[src/rtl/register_file_sync.sv]
// Register file: one write port, two registered read ports, per-register written flags and a background clear.
// Optional REGFILE_BYPASS_EN: a same-cycle write is forwarded to the reads (write-first); default is read-first.
module register_file_sync #(
    parameter int BITS_DATA = 32,
    parameter int BITS_ADDR = 3,
    parameter int ZERO_REG  = 0
) (
    input  logic                    clk,
    input  logic                    rst,
    input  logic                    write_en,
    input  logic [BITS_ADDR-1:0]    dirrInput,
    input  logic [BITS_DATA-1:0]    inputData,
    input  logic                    read_en,
    input  logic [BITS_ADDR-1:0]    dirrOutput1,
    input  logic [BITS_ADDR-1:0]    dirrOutput2,
    output logic [BITS_DATA-1:0]    outputData1,
    output logic [BITS_DATA-1:0]    outputData2,
    output logic                    read_valid,
    input  logic                    clear_start,
    output logic                    busy,
    output logic [2**BITS_ADDR-1:0] written
);

    localparam int DEPTH = 2**BITS_ADDR;

    typedef enum logic {
        IDLE,
        CLEAR
    } state_t;

    state_t               state;
    logic [BITS_DATA-1:0] regs [DEPTH];
    logic [BITS_ADDR-1:0] clearIdx;
    logic                 writeOk;
    logic [BITS_DATA-1:0] rdData1;
    logic [BITS_DATA-1:0] rdData2;

    // Writes to register 0 are discarded when it is hardwired to zero.
    assign writeOk = write_en && !((ZERO_REG != 0) && (dirrInput == '0));

    function automatic logic [BITS_DATA-1:0] readPort(input logic [BITS_ADDR-1:0] addr);
        logic [BITS_DATA-1:0] d;
        d = regs[addr];
`ifdef REGFILE_BYPASS_EN
        if (writeOk && (addr == dirrInput))
            d = inputData;
`endif
        if ((ZERO_REG != 0) && (addr == '0))
            d = '0;
        return d;
    endfunction

    always_comb begin
        rdData1 = readPort(dirrOutput1);
        rdData2 = readPort(dirrOutput2);
    end

    always_ff @(posedge clk or posedge rst) begin
        if (rst) begin
            state       <= IDLE;
            busy        <= 1'b0;
            clearIdx    <= '0;
            written     <= '0;
            read_valid  <= 1'b0;
            outputData1 <= '0;
            outputData2 <= '0;
            for (int unsigned i = 0; i < DEPTH; i++)
                regs[i] <= '0;
        end else begin
            read_valid <= 1'b0;
            unique case (state)
                IDLE: begin
                    // A clear request takes priority and drops that cycle's access.
                    if (clear_start) begin
                        state <= CLEAR;
                        busy  <= 1'b1;
                    end else begin
                        if (writeOk) begin
                            regs[dirrInput]    <= inputData;
                            written[dirrInput] <= 1'b1;
                        end
                        if (read_en) begin
                            outputData1 <= rdData1;
                            outputData2 <= rdData2;
                            read_valid  <= 1'b1;
                        end
                    end
                end
                CLEAR: begin
                    regs[clearIdx]    <= '0;
                    written[clearIdx] <= 1'b0;
                    clearIdx          <= clearIdx + BITS_ADDR'(1);
                    if (clearIdx == '1) begin
                        state <= IDLE;
                        busy  <= 1'b0;
                    end
                end
            endcase
        end
    end

endmodule

[config.mk]
export PLATFORM = sky130hd
export DESIGN_NAME = register_file_sync
export DESIGN_NICKNAME = d
export VERILOG_FILES = /design/src/rtl/register_file_sync.sv
export SDC_FILE = /design/constraint.sdc
export NUM_CORES = 1
export LEC_CHECK = 0
export ABC_AREA = 1
export CAP_MARGIN = 20
export CELL_PAD_IN_SITES_DETAIL_PLACEMENT = 1
export CELL_PAD_IN_SITES_GLOBAL_PLACEMENT = 2
export CORE_MARGIN = 2
export CORE_UTILIZATION = 35
export DETAILED_ROUTE_END_ITERATION = 16
export PLACE_DENSITY = 0.91
export SYNTH_ARGS = -nofsm -noshare
export SYNTH_HDL_FRONTEND = slang
export SYNTH_SLANG_ARGS = --single-unit
[constraint.sdc]
create_clock -name clk -period 13.69 [get_ports clk]
set_input_delay 2.738 -clock clk [delete_from_list [all_inputs] [get_ports clk]]
set_output_delay 2.738 -clock clk [all_outputs]
set_load 0.005 [all_outputs]
==> qor.yml <==
crit_required_ns: 14.13
switching_share: 0.343
p_seq_frac: 0.390
cts_tree: "done"
initial_core_util: 0.354
netlist_instances: 2349
place.gp.congestion: 0.779
layout_min_cycle_time_ns: 5.14
wl_per_cell_um: 22.2
worst_path_most_repeated_cell: "buf_4"
end_kind: "flop"
die_x_um: 229
synthAdderAreaFrac: 0.00212
yosysSeqAreaShare: 0.472
numCtsBuffers: 41
status: "completed"
yosysTopAreaCellShare: 0.472
p_per_area_nw_per_um2: 168
nNetsFinal: 2419
intPower_uw: 2250
finalCritPeriodShare: 0.376
initialDrtViolationCount: 1340
crit_path_top_delay_cell: "buf_4"
timing.setup.tns_ns: 0
clockRootBuffer: "clkbuf_16"
grt_pass1_wl_um: 107000
rsz0062_at_grt: "no"
overflow: 0
crit_path_max_fanout: 65
cts_sinks: 334
final_cells: 3070
critical_path_class: "in -> reg"
drive_gt1_frac: 0.0659
synth_compound_area_frac: 0.0902
final_util: 0.407
dp_hpwl_um: 36400
insertion_delay_ns: 0.56
synth_top_family_by_area: "simple AND/OR/NAND/NOR gates"
tightest_slew_ns: 1.06
first_pass_iters: 5
syn_nets: 2398
cp-start-kind: "primary input"
maxSlewViolCount: 0
fmax_ghz: 0.195
p_leak_uw: 0.0103
muxShareOfSynthArea: 0
post_cts_buffers: 0
layout_common_cells: "nand2_1 (668), nand3_1 (579), dfrtp_1 (334), inv_1 (300), o22ai_1 (128)"
crit_chain: "clkdlybuf4s50_1 > nor2_8 > nand2_2 > buf_4 > inv_2 > buf_4 > nand3_1 > nand2_1"
syn_area_um2: 17700
max_stage_delay_ns: 0.71
synth_warnings: 0
drt_wl_total_um: 68100
port_buffers: 119
syn_avg_cell_area_um2: 7.54
grt_usage: 0.260
p_sw_uw: 1180
grt_pass1_vias: 18200
cts_hold_buffers: 0
path_clk_slew_ns: 0.06
dieHeight_um: 229
rows: 82
hold_slack_ns: 0.479
pin_count: 120
finalClockSkew_ns: 0.00960
irDropWorstVdd_uv: 144
hp-class: "reg -> reg"
ant_nets: 0
synth_area_leaders: "dfrtp_1 (47%), nand3_1 (16%), nand2_1 (14%)"
p_comb_frac: 0.283
reg2reg_from: "state$_DFF_PP0_"
cts_resized: 0
area_growth_pct: 15.1
max_cap_violations: 0
n_fill_cell: 6193
synth_xor_xnor_area_share: 0
synth-simple-area-share: 0.314
vias: 17100
drc: 0
setup_violations: 0
dp.cells: 2999
clockBufferDepth: 3
ys_ff_latch: 334
num_antenna_cells: 0
yosysTopAreaCell: "dfrtp_1"
pwr-share-clk: 0.327
dieArea_um2: 52400
ys_types: 23
hp-start: "written[7]$_DFFE_PP0P_"
max_slew_margin: 0.292
final_common_cell: "nand2_1"
antenna_found_initial: 0
cp-startpoint: "clear_start"
worst_ep_arrival_time_ns: 5.58
grt_max_degree: 160
hold_viol: 0
cts.htree.levels: 2
routed_via_density: 5.58
core-area_um2: 50100
-- registers in the layout, summed over array words and instances, names as in the netlist --
name,flops
regs,256
outputData1,32
outputData2,32
written,8
clearIdx,3
busy,1
read_valid,1
state,1
-- area by class of cell --
cell class              instances  area [µm²]  share of cell area
well taps                     672         841              0.0413
clock buffers                  59        1180              0.0581
repair buffers                154        1460              0.0717
clock inverters                12         164             0.00804
inverters                     306        1160              0.0570
flip-flops and latches        334        8360               0.410
multi-input cells            1533        7210               0.354
-- Yosys cell counts, drive strengths merged --
cell and n:
buf 135, dfrtp 334, o22ai 128, inv 306, ha 3, nand4 1
clkbuf 41, nor2 7, nor3 2, nand2 673, o21ai 130, a21oi 3
nand3 586
-- routing by layer --
layer / track usage / up-vias / wire length (µm) / part of all wire
met1: 0.349 / 8753 / 29900 / 0.44
li1: - / 7681 / - / -
met3: 0.0368 / 148 / 4190 / 0.062
met4: 0.0915 / 0 / 2030 / 0.030
met5: 0 / - / 0 / 0
met2: 0.432 / 562 / 32000 / 0.47
-- metrics by stage --
step / setup slack, ns / instance area (µm²) / total power (µW)
2_1_floorplan: 1.70 / 17700 / 1830
3_3_place_gp: 8.04 / 19000 / 2280
3_5_place_dp: 7.97 / 19000 / 2320
4_1_cts: 8.56 / 20400 / 3450
5_1_grt: 8.40 / 20400 / 3600
6_report: 8.55 / 20400 / 3430
-- critical path, delay by kind of cell --
kind	cells	cell delay (ns)
buffers and inverters	4	2.38
and+or+nand+nor	4	0.40
-- logic make-up after synthesis --
kind of cell / Yosys count
AOI/OAI and AO/OA: 261
buffers and inverters: 482
and+or+nand+nor: 1269
adders and majority gates: 3
DFF: 334
-- final timing paths --
| kind | to | slack [ns] | depth (start not counted) |
|---|---|---|---|
| worst min-delay path | written[7]$_DFFE_PP0P_ | 0.48 | 2 |
| worst min register to register | written[7]$_DFFE_PP0P_ | 0.48 | 2 |
| max in group asynchronous | regs[206]$_DFFE_PP0P_ | 9.41 | 3 |
| min in group asynchronous | regs[21]$_DFFE_PP0P_ | 2.75 | 2 |
| worst max register to register | outputData1[20]$_DFFE_PP0P_ | 10.53 | 7 |
| worst max-delay path | outputData1[20]$_DFFE_PP0P_ | 8.55 | 8 |
-- power by group through the flow --
stage | Sequential (µW) | Clock (µW) | Combinational [µW]
2_1_floorplan | 1310 | 0 | 527
3_3_place_gp | 1350 | 0 | 934
3_5_place_dp | 1350 | 0 | 965
4_1_cts | 1340 | 1130 | 974
5_1_grt | 1360 | 1170 | 1070
6_report | 1340 | 1120 | 970
(Power assumes the default switching activity.)
